`config.mk`:
```
export PLATFORM = sky130hd
export DESIGN_NAME = seq_alu
export DESIGN_NICKNAME = d
export VERILOG_FILES = /design/src/rtl/seq_alu.sv
export SDC_FILE = /design/constraint.sdc
export NUM_CORES = 1
export LEC_CHECK = 0
export ABC_AREA = 0
export CAP_MARGIN = 20
export CORE_UTILIZATION = 40
export CTS_CLUSTER_DIAMETER = 100
export DETAILED_ROUTE_END_ITERATION = 16
export PLACE_DENSITY_LB_ADDON = 0.1
export RECOVER_POWER = 25
export SYNTH_ARGS = -nofsm -noshare
export SYNTH_HDL_FRONTEND = slang
export SYNTH_SLANG_ARGS = --single-unit
export TNS_END_PERCENT = 50
```
`constraint.sdc`:
```
create_clock -name clk -period 10.1 [get_ports clk]
set_input_delay 1.515 -clock clk [delete_from_list [all_inputs] [get_ports clk]]
set_output_delay 1.515 -clock clk [all_outputs]
set_load 0.02 [all_outputs]
```
`src/rtl/seq_alu.sv`:
```
// Registered ALU with valid/ready handshakes: 1-cycle logic/arith ops plus iterative
// shift-add MUL and restoring DIVU/REMU taking WIDTH steps in the CALC state.
module seq_alu #(
   parameter int unsigned WIDTH = 32,
   parameter int unsigned SEL_W = 4,
   parameter int unsigned CNT_W = $clog2(WIDTH) + 1
) (
   input  logic             clk,
   input  logic             rst,
   input  logic             inValid,
   output logic             inReady,
   input  logic [SEL_W-1:0] aluSel,
   input  logic [WIDTH-1:0] a,
   input  logic [WIDTH-1:0] b,
   output logic             outValid,
   input  logic             outReady,
   output logic [WIDTH-1:0] result,
   output logic             zero,
   output logic             busy
);

   localparam logic [SEL_W-1:0] OpNoop = SEL_W'(0);
   localparam logic [SEL_W-1:0] OpMov  = SEL_W'(1);
   localparam logic [SEL_W-1:0] OpNot  = SEL_W'(2);
   localparam logic [SEL_W-1:0] OpAdd  = SEL_W'(3);
   localparam logic [SEL_W-1:0] OpSub  = SEL_W'(4);
   localparam logic [SEL_W-1:0] OpOr   = SEL_W'(5);
   localparam logic [SEL_W-1:0] OpAnd  = SEL_W'(6);
   localparam logic [SEL_W-1:0] OpSlt  = SEL_W'(7);
   localparam logic [SEL_W-1:0] OpLi   = SEL_W'(8);
   localparam logic [SEL_W-1:0] OpLui  = SEL_W'(9);
   localparam logic [SEL_W-1:0] OpBlt  = SEL_W'(10);
   localparam logic [SEL_W-1:0] OpBle  = SEL_W'(11);
   localparam logic [SEL_W-1:0] OpXor  = SEL_W'(12);
   localparam logic [SEL_W-1:0] OpMul  = SEL_W'(13);
   localparam logic [SEL_W-1:0] OpDivu = SEL_W'(14);
   localparam logic [SEL_W-1:0] OpRemu = SEL_W'(15);

   localparam logic [1:0] KindMul  = 2'b01;
   localparam logic [1:0] KindDivu = 2'b10;

   typedef enum logic [1:0] {StIdle, StCalc, StDone} state_e;

   state_e           state_q, state_d;
   logic [WIDTH-1:0] result_q, single_res, iter_res;
   logic             zero_q;
   logic [1:0]       kind_q;
   logic [CNT_W-1:0] cnt_q;
   // acc: product or partial remainder; opnd: multiplicand or divisor;
   // sh: multiplier or dividend/quotient shift register
   logic [WIDTH-1:0] acc_q, opnd_q, sh_q;
   logic [WIDTH-1:0] mul_acc_nxt, rem_nxt, quot_nxt;
   logic [WIDTH:0]   shifted, diff;
   logic             accept, is_iter, last, ge;

   assign accept  = inValid && (state_q == StIdle);
   assign is_iter = (aluSel == OpMul) || (aluSel == OpDivu) || (aluSel == OpRemu);
   assign last    = (cnt_q == CNT_W'(WIDTH - 1));

   always_ff @(posedge clk or posedge rst) begin
      if (rst) state_q <= StIdle;
      else     state_q <= state_d;
   end

   always_comb begin
      state_d = state_q;
      case (state_q)
         StIdle:  if (accept) state_d = is_iter ? StCalc : StDone;
         StCalc:  if (last) state_d = StDone;
         StDone:  if (outReady) state_d = StIdle;
         default: state_d = StIdle;
      endcase
   end

   always_comb begin
      inReady  = (state_q == StIdle);
      busy     = (state_q == StCalc);
      outValid = (state_q == StDone);
      result   = result_q;
      zero     = zero_q;
   end

   always_comb begin
      single_res = '0;
      case (aluSel)
         OpNoop:  single_res = result_q;
         OpMov:   single_res = a;
         OpNot:   single_res = ~a;
         OpAdd:   single_res = a + b;
         OpSub:   single_res = a - b;
         OpOr:    single_res = a | b;
         OpAnd:   single_res = a & b;
         OpSlt:   single_res = ($signed(a) < $signed(b)) ? WIDTH'(1) : '0;
         OpLi:    single_res = b;
         OpLui:   single_res = {b[WIDTH/2-1:0], {(WIDTH/2){1'b0}}};
         OpBlt:   single_res = (a < b) ? '0 : WIDTH'(1);
         OpBle:   single_res = (a <= b) ? '0 : WIDTH'(1);
         OpXor:   single_res = a ^ b;
         default: single_res = '0;
      endcase
   end

   // One iteration of each algorithm; the divide step never overflows bit WIDTH
   always_comb begin
      mul_acc_nxt = sh_q[0] ? (acc_q + opnd_q) : acc_q;
      shifted     = {acc_q, sh_q[WIDTH-1]};
      diff        = shifted - {1'b0, opnd_q};
      ge          = ~diff[WIDTH];
      rem_nxt     = ge ? diff[WIDTH-1:0] : shifted[WIDTH-1:0];
      quot_nxt    = {sh_q[WIDTH-2:0], ge};
      if (kind_q == KindMul)       iter_res = mul_acc_nxt;
      else if (kind_q == KindDivu) iter_res = quot_nxt;
      else                         iter_res = rem_nxt;
   end

   always_ff @(posedge clk or posedge rst) begin
      if (rst) begin
         result_q <= '0;
         zero_q   <= 1'b1;
         kind_q   <= '0;
         cnt_q    <= '0;
         acc_q    <= '0;
         opnd_q   <= '0;
         sh_q     <= '0;
      end else if (accept) begin
         if (is_iter) begin
            kind_q <= aluSel[1:0];
            cnt_q  <= '0;
            acc_q  <= '0;
            opnd_q <= (aluSel == OpMul) ? a : b;
            sh_q   <= (aluSel == OpMul) ? b : a;
         end else begin
            result_q <= single_res;
            zero_q   <= (single_res == '0);
         end
      end else if (state_q == StCalc) begin
         cnt_q <= cnt_q + 1'b1;
         if (kind_q == KindMul) begin
            acc_q  <= mul_acc_nxt;
            opnd_q <= opnd_q << 1;
            sh_q   <= sh_q >> 1;
         end else begin
            acc_q <= rem_nxt;
            sh_q  <= quot_nxt;
         end
         if (last) begin
            result_q <= iter_res;
            zero_q   <= (iter_res == '0);
         end
      end
   end

endmodule
```
==> flow_metrics.py <==
metrics = {
    "yosys": {
        "ys.flop_type": "dfrtp_1",
        "synth_edf_count": 0,
        "synthTopCellsByCount": "385 x nand2_1, 294 x a21oi_1, 283 x o21ai_0",
        "synth.distinct_cells": 90,
        "synth.cell_area_um2": 19500,
        "yosysMostFrequentCell": "nand2_1",
        "yosys-top-cells-area": "dfrtp_1 18%, ha_1 11%, a21oi_1 7.6%",
        "ys_seq_area_frac": 0.179,
        "synthArstFlopShare": 1.00,
        "yosysTopAreaCell": "dfrtp_1",
        "netlist_instances": 2794,
        "syn_nets": 3048,
        "yosys_warnings": 0,
        "avgSynthCellArea_um2": 6.97,
        "ys_seq_elements": 139,
        "synth_top_area_share": 0.177,
    },
    "route": {
        "ant_nets": 0,
        "wl_per_cell_um": 28.2,
        "routed_wl_um": 95900,
        "dr.pass1.iters": 6,
        "avgViaCountPerCell": 6.60,
        "drc_errors": 0,
        "vias": 22430,
        "drt_iter0_drc": 2396,
    },
    "sta": {
        "finalSetupTns_ns": 0,
        "hold_viol_final": 0,
        "fin_crit_ns": 6.18,
        "rsz0062_at_grt": "false",
        "clock_skew_ns": 0.0195,
        "finalCritPeriodShare": 0.612,
        "max_freq_ghz": 0.162,
        "finalSetupViolCount": 0,
        "fin_ws_ns": 3.92,
        "worstMarginPinSlew_ns": 4.77,
        "timing.slew.headroom": -2.20,
        "slew_viol_final": 95,
    },
    "power": {
        "p_leak_nw": 9.27,
        "peakVddDrop_uv": 230,
        "powerDensity_nw_per_um2": 319,
        "power_mw": 6.87,
    },
    "finish": {
        "drive_above_1_share": 0.0557,
        "seq_area_um2": 3480,
        "nNetsFinal": 3024,
        "n_fill_cell": 5065,
        "diodes": 0,
        "multi_input_area_um2": 14700,
        "area_growth_pct": 10.7,
    },
    "critical_path": {
        "slowest_stage": "clkdlybuf4s50_1",
        "reg2reg_slack_ns": 4.53,
        "worst_path_largest_cell_delay_ns": 0.77,
        "worstSetupStartpoint": "b[5]",
        "crit_path_end_kind": "flip-flop",
        "r2r_cells": 17,
        "crit_chain": "clkdlybuf4s50_1, inv_1, ha_1, inv_1, a221oi_1, a211oi_1, o21ai_0, a2111oi_0, a211oi_1, nand4_1, a2111oi_0, nand4_1, nor4_1, a32oi_1, o21ai_1",
        "start_kind": "input pin",
        "critPathKind": "input pin to flip-flop",
        "worst_ep_required_time_ns": 10.48,
        "worstReg2RegEnd": "zero$_DFFE_PP1P_",
        "r2r-start": "sh_q[31]$_DFFE_PP0P_",
        "critPathMaxFanout": 6,
        "cp.arrival_ns": 6.56,
    },
    "floorplanning": {
        "ios": 108,
        "initial_utilization": 0.407,
        "row_count": 80,
        "die_w_um": 223,
        "die_h_um": 223,
        "dieArea_um2": 49600,
        "core_um2": 47800,
    },
    "clocking": {
        "cts_tree": "done",
        "holdBufCountCts": 0,
        "ctsHtreeMaxLevel": 4,
        "post_cts_buffers": 0,
        "clock_sinks": 139,
        "cts_buffer_depth": 2,
        "numCtsBuffers": 17,
        "clk_pin_slew_ns": 0.07,
        "cts-resized-gates": 0,
        "root_buffer": "clkbuf_16",
        "clkLatencyLatePin_ns": 0.46,
    },
    "job": {
        "cap_violations": 1,
    },
    "outcome": {
        "violations": "max-capacitance violations, max-slew violations",
        "status": "finished with violations",
    },
    "min_path": {
        "min_from": "opnd_q[18]$_DFFE_PP0P_",
        "min_to": "opnd_q[18]$_DFFE_PP0P_",
        "hold_path.class": "flip-flop to flip-flop",
        "worstHoldPathCells": 2,
    },
    "placed_design": {
        "io_buffers": 107,
        "dp_slack_ns": 3.72,
        "place_congestion": 0.994,
        "dp_hpwl_um": 73700,
    },
    "grt": {
        "grt_max_degree": 95,
        "grt_pass1_vias": 20722,
        "grt_pass1_wl_um": 139000,
        "grt_overflow": 0,
        "antenna_found_initial": 3,
        "grt_use_total": 0.377,
    },
}
## cell families after synthesis
| kind of cell | Yosys count | share of synthesized area |
|---|---|---|
| mux | 71 | 0.0387 |
| buf+inv | 354 | 0.0697 |
| xor+xnor | 54 | 0.0243 |
| simple gates | 935 | 0.221 |
| flops | 139 | 0.179 |
| fa+ha+maj | 182 | 0.118 |
| compound gates | 1059 | 0.349 |
## cells in the final DEF (no fill, tap or decap), types with 15 or more instances in the layout
cell and count:
clkbuf_16 17, o21a_1 17, nor4_1 20, and3_1 23
buf_4 42, a221oi_1 33, mux2i_1 46, ha_1 178
a22oi_1 21, nor2b_1 25, nor2_1 230, a31oi_1 29
nand2_1 382, and2_1 17, o21ai_0 283, inv_1 157
nor3_1 49, xor2_1 16, clkdlybuf4s50_1 102, a21o_1 54
nand2b_1 19, o22ai_1 16, mux2_2 24, o211ai_1 46
or3_1 15, xnor2_1 38, a211oi_1 48, o221ai_1 17
nand4_1 37, o31ai_1 23, dfrtp_1 137, nand3_1 51
a21oi_1 293
## registers in the layout (all words and copies together) (netlist names)
| signal | cells |
|---|---|
| opnd_q | 32 |
| sh_q | 32 |
| result | 32 |
| cnt_q | 6 |
| kind_q | 2 |
| acc_q | 32 |
| state_q | 2 |
| zero | 1 |
## worst max-delay path by stage
stage | cells past startpoint | slack, ns | end
after floorplan | 1 | 4.86 | acc_q[0]$_DFFE_PP0P_
after global placement | 13 | 3.86 | zero$_DFFE_PP1P_
after detailed placement | 15 | 3.72 | zero$_DFFE_PP1P_
after CTS | 15 | 4.14 | zero$_DFFE_PP1P_
after global routing | 15 | 3.70 | zero$_DFFE_PP1P_
final | 15 | 3.92 | zero$_DFFE_PP1P_
## cell type report
cell class                 count  share of cell area
sequential                   139               0.161
tap                          615              0.0357
multi-input combinational   2301               0.684
timing repair buffer         150              0.0637
clock buffer                  20              0.0203
inverter                     161              0.0281
clock inverter                11             0.00691
## worst max-delay path, delay by kind of cell
kind / cells / cell delay (ns)
AO/OA/AOI/OAI: 8 / 2.86
adder cells (fa/ha/maj): 1 / 0.43
buffers and inverters: 3 / 1.04
AND/OR/NAND/NOR: 3 / 0.72
## where the power goes
group,internal (mW),total [mW],switching [mW]
clock network,0.387,0.671,0.284
logic,1.83,5.04,3.21
registers,0.794,1.15,0.359
total,3.01,6.87,3.86
## layer usage
layer	up-vias	global-route usage	part of all wire
met3	231	0.0739	0.090
li1	10180	-	-
met4	6	0.170	0.047
met2	1155	0.553	0.42
met1	10858	0.531	0.45
met5	-	0	0.00039
## through the flow
step / area (µm²) / std cells / utilization / hold slack [ns]
CTS: 21500 / 3395 / 0.450 / 0.515
finish: 21600 / 3397 / 0.450 / 0.515
floorplan: 19500 / 2794 / - / 0.469
detailed placement: 21000 / 3364 / 0.438 / 0.501
global placement: 21000 / 3364 / 0.438 / 0.492
global route: 21600 / 3397 / 0.450 / 0.547
(Power assumes the default switching activity.)
==> patch 1, RTL diff (same settings) <==
Make the reset (`rst`) synchronous in 2 clocked blocks.
--- a/src/rtl/seq_alu.sv
+++ b/src/rtl/seq_alu.sv
@@ -58,5 +58,5 @@
    assign last    = (cnt_q == CNT_W'(WIDTH - 1));
 
-   always_ff @(posedge clk or posedge rst) begin
+   always_ff @(posedge clk) begin
       if (rst) state_q <= StIdle;
       else     state_q <= state_d;
@@ -114,5 +114,5 @@
    end
 
-   always_ff @(posedge clk or posedge rst) begin
+   always_ff @(posedge clk) begin
       if (rst) begin
          result_q <= '0;
Formal check against the unedited RTL: differs if rst is asserted again (counterexample within 4 cycles, from zero or initial values and one cycle with rst high); with rst held inactive, the same outputs for 4 cycles.
==> patch 1 against the original RTL <==
The run still ends with max-capacitance violations, max-slew violations left. Synthesized area fell by 3.2%. Via count down 2.8%. Routed wire length is 4.8% lower. Setup slack worse by 1.5 ns. Sequential cell count is the same. Die area is 3.2% lower. Cell area decreased by 3.2%. Critical path type unchanged.
Power is not compared: it rests on default switching activity, and its combinational part moved more than twofold at a synthesized area within 25%.
==> patch 1: results (changes against the original RTL) <==
stage,metric,value,unit,change
timing,Hold WS,0.474,ns,was 0.515 ns
critical_path,Crit Reg-Reg Endpoint,zero,,unchanged
logic_synthesis,ys async rst share,0,,was 1.00
timing,final worst path period share,0.758,,was 0.612
run,reported max-cap violation count,3,,was 1
timing,"Slew Viols, Final",98,,was 95
cells_and_area,FF+latch count,139,,unchanged
critical_path,slowest cell on the critical path,clkbuf_1,,was clkdlybuf4s50_1
critical_path,Crit Path Max Fanout,63,,was 6
hold_path,hold path start,result[3],,was opnd_q[18]
cells_and_area,Storage cell area,2780,um^2,was 3480 um^2
logic_synthesis,"Net Count, Synth",3033,,"was 3,048"
outcome,failing checks,"max-capacitance violations, max-slew violations",,unchanged
logic_synthesis,commonest cells in the netlist,"345 x nand2_1, 303 x nor2_1, 294 x a21oi_1",,"was 385 x nand2_1, 294 x a21oi_1, 283 x o21ai_0"
global_routing,number of global-route vias before repair,19900,,"was 20,700"
logic_synthesis,synth unique cells,101,,was 90
detailed_routing,DRT met1 WL,39.6,mm,was 42.8 mm
detailed_routing,DR vias/cell,6.49,,was 6.60
place,placed cells,3327,,"was 3,364"
critical_path,Critical Path Max Stage Delay,1.27,ns,was 0.77 ns
detailed_routing,Routed WL,91.2,mm,was 95.9 mm
critical_path,R2R setup slack,4.55,ns,was 4.53 ns
cells_and_area,sequential portion of the cell area,0.133,,was 0.161
global_routing,initial antenna violation count,1,,was 3
timing,Slew headroom,-0.175,,was -2.20
global_routing,first-pass GRT wire length,132,mm,was 139 mm
cells_and_area,Signal buffers,147,,was 150
outcome,outcome,"complete, but fails checks",,unchanged
logic_synthesis,"Seq/Total Area, Yosys",0.148,,was 0.179
critical_path,RR Startpoint,sh_q[31],,unchanged
detailed_routing,DR top layer,met4,,was met5
global_routing,largest net degree at the start of global routing,79,,was 95
detailed_routing,met3 routed wirelength,6.34,mm,was 8.61 mm
patch 1: changes by cell type after synthesis, sizes merged, moves of 40 or more:
| cell | unedited run | this run |
|---|---|---|
| a211oi | 50 | 100 |
| dfrtp | 138 | 0 |
| dfxtp | 0 | 139 |
| nand2 | 385 | 345 |
| nand3 | 51 | 108 |
| nor2 | 233 | 303 |
| o21ai | 288 | 144 |
patch 1: kinds of logic after synthesis:
logic type,share of synthesized area
flip-flops,0.148
XOR/XNOR,0.0293
AO/OA/AOI/OAI,0.342
buffers and inverters,0.0741
adder cells (fa/ha/maj),0.122
AND/OR/NAND/NOR,0.248
multiplexers,0.0361
patch 1: power by group through the flow:
stage / registers [W] / clock network (W) / logic [W]
5_1_grt: 0.000625 / 0.000723 / 0.00153
4_1_cts: 0.000623 / 0.000700 / 0.00142
2_1_floorplan: 0.000630 / 0 / 0.000929
3_3_place_gp: 0.000635 / 0 / 0.00141
6_report: 0.000624 / 0.000692 / 0.00144
3_5_place_dp: 0.000635 / 0 / 0.00141
patch 1: how the worst max path moves through the flow:
stage / start / cells past startpoint / end
finish: aluSel[0] / 11 / opnd_q[1]
global placement: b[10] / 15 / zero
CTS: b[10] / 15 / zero
global route: aluSel[0] / 11 / opnd_q[1]
floorplan: a[0] / 15 / zero
detailed placement: b[10] / 15 / zero
patch 1: worst max-delay path, delay by kind of cell:
| kind | cells | cell delay [ns] |
|---|---|---|
| AO/OA/AOI/OAI | 3 | 0.57 |
| AND/OR/NAND/NOR | 4 | 2.04 |
| buffers and inverters | 4 | 3.88 |
patch 1: metal layers:
metal | vias up | track usage
li1 | 10100 | -
met1 | 10500 | 0.498
met2 | 1022 | 0.568
met3 | 187 | 0.0531
met4 | 0 | 0.222
met5 | - | 0
==> patch 2, RTL diff (same flow settings) <==
Made on the original files. The parameter `WIDTH` goes from 32 to 16.
--- a/src/rtl/seq_alu.sv
+++ b/src/rtl/seq_alu.sv
@@ -2,5 +2,5 @@
 // shift-add MUL and restoring DIVU/REMU taking WIDTH steps in the CALC state.
 module seq_alu #(
-   parameter int unsigned WIDTH = 32,
+   parameter int unsigned WIDTH = 16,
    parameter int unsigned SEL_W = 4,
    parameter int unsigned CNT_W = $clog2(WIDTH) + 1
Ports: changed (resized a, b and result); port bits go from 108 to 60. No check against the original RTL was run, so the function may have changed too.
==> patch 2 against the original RTL <==
Sequential share of layout area up 1.4 points. Cell area down 51%. Sequential power down 46%. Sequential cell count down 65. Power down 52%. Synthesized area down 52%. Setup slack better by 0.53 ns. Synthesized cell count down 54%. Core utilization up 1.2 points. Hold slack worse by 0.0087 ns. The flow still finishes with violations (max-capacitance violations, max-slew violations). Routed wire length down 62%. Fmax up 9.5%.
==> patch 2: results (changes against the original RTL) <==
stage,metric,value,unit,change
outcome,outcome,"complete, but fails checks",,unchanged
outcome,failing checks,"max-capacitance violations, max-slew violations",,unchanged
clock_network,clk_lat worst skew,0.35,ns,was 0.46 ns
power,VDD IR max,0.360,mV,was 0.230 mV
timing,"Slew Viols, Final",75,,was 95
logic_synthesis,"Net Count, Synth",1431,,"was 3,048"
global_routing,largest net degree at the start of global routing,75,,was 95
place,GPL Wtd Cong,1.00,,was 0.994
global_routing,initial antenna violation count,0,,was 3
global_routing,All-Layer GR Usage,0.305,,was 0.377
logic_synthesis,syn_area_per_cell,7.22,um^2,was 6.97 um^2
logic_synthesis,"Seq/Total Area, Yosys",0.198,,was 0.179
timing,slew of the pin with the lowest slew margin,4.19,ns,was 4.77 ns
detailed_routing,Initial DRC Count,914,,"was 2,396"
place,placed cells,1606,,"was 3,364"
logic_synthesis,area share of fa/ha/maj cells after synthesis,0.130,,was 0.118
logic_synthesis,Synth Area in Compound Gates,0.320,,was 0.349
detailed_routing,DR vias/cell,6.12,,was 6.60
timing,clk_skew,0.00496,ns,was 0.0195 ns
critical_path,Crit Path Max Fanout,74,,was 6
clock_network,CTS H-tree lvls,3,,was 4
timing,Hold WS,0.506,ns,was 0.515 ns
clock_network,Num CTS Buffers,9,,was 17
critical_path,R2R setup slack,5.44,ns,was 4.53 ns
place,pre-CTS setup slack,4.45,ns,was 3.72 ns
cells_and_area,Layout Nets,1439,,"was 3,024"
logic_synthesis,Area contributors post-synth,"dfrtp_1 20%, ha_1 12%, a21oi_1 7.2%",,"was dfrtp_1 18%, ha_1 11%, a21oi_1 7.6%"
detailed_routing,Routed WL,36.1,mm,was 95.9 mm
place,dpl cell area,10200,um^2,"was 21,000 um^2"
run,reported max-cap violation count,1,,unchanged
hold_path,hold path start,cnt_q[4],,was opnd_q[18]
logic_synthesis,commonest cells in the netlist,"140 x nand2_1, 137 x nor2_1, 134 x a21oi_1",,"was 385 x nand2_1, 294 x a21oi_1, 283 x o21ai_0"
critical_path,critical path arrival,5.13,ns,was 6.56 ns
hold_path,Hold EP,cnt_q[4],,was opnd_q[18]
logic_synthesis,Synth Area in XOR/XNOR,0.0316,,was 0.0243
critical_path,RR Startpoint,sh_q[15],,was sh_q[31]
place,DP Wirelength,27.5,mm,was 73.7 mm
cells_and_area,Final Instance Area,10500,um^2,"was 21,600 um^2"
logic_synthesis,mux cell area share after synthesis,0.0429,,was 0.0387
cells_and_area,# fillers,2346,,"was 5,065"
detailed_routing,Pre-antenna DRT Iters,5,,was 6
power,Internal,0.00159,W,was 0.00301 W
==> patch 2: logic make-up (layout without fill, tap and decap cells) <==
kind of cell | Yosys count | count (layout)
buffers and inverters | 164 | 177
AO/OA/AOI/OAI | 463 | 463
flip-flops | 74 | 74
adder cells (fa/ha/maj) | 95 | 95
XOR/XNOR | 32 | 32
multiplexers | 38 | 38
AND/OR/NAND/NOR | 430 | 430
==> patch 2: critical path, cell delays in order <==
cell and delay, ns:
dlygate4sd3_1 0.54, clkinvlp_2 0.07, clkbuf_1 2.91
==> patch 2: metal layers <==
metal / vias to the layer above / part of all wire / GRT usage
li1: 4712 / - / -
met1: 4699 / 0.45 / 0.420
met2: 432 / 0.45 / 0.479
met3: 76 / 0.070 / 0.0485
met4: 0 / 0.032 / 0.116
met5: - / 0 / 0
==> patch 2: how the worst max path moves through the flow <==
stage / to / cells after the start / slack, ns / startpoint
final: result[15] / 3 / 4.45 / rst
after detailed placement: zero / 10 / 4.45 / aluSel[1]
after global placement: zero / 11 / 4.47 / aluSel[1]
after global routing: state_q[1] / 3 / 3.59 / rst
after floorplan: zero / 14 / 6.01 / a[9]
after CTS: zero / 10 / 4.79 / aluSel[1]
==> patch 2: layout make-up <==
| type | count | area share |
|---|---|---|
| inverters | 81 | 0.0290 |
| flip-flops and latches | 74 | 0.176 |
| well taps | 313 | 0.0372 |
| clock inverters | 4 | 0.00689 |
| repair buffers | 80 | 0.0707 |
| multi-input cells | 1058 | 0.655 |
| clock buffers | 12 | 0.0253 |
==> patch 2: power by group through the flow <==
stage	Sequential [W]	Clock, W	Combinational [W]
2_1_floorplan	0.000567	0	0.00172
3_3_place_gp	0.000626	0	0.00227
3_5_place_dp	0.000626	0	0.00228
4_1_cts	0.000622	0.000373	0.00230
5_1_grt	0.000644	0.000386	0.00257
6_report	0.000626	0.000372	0.00231
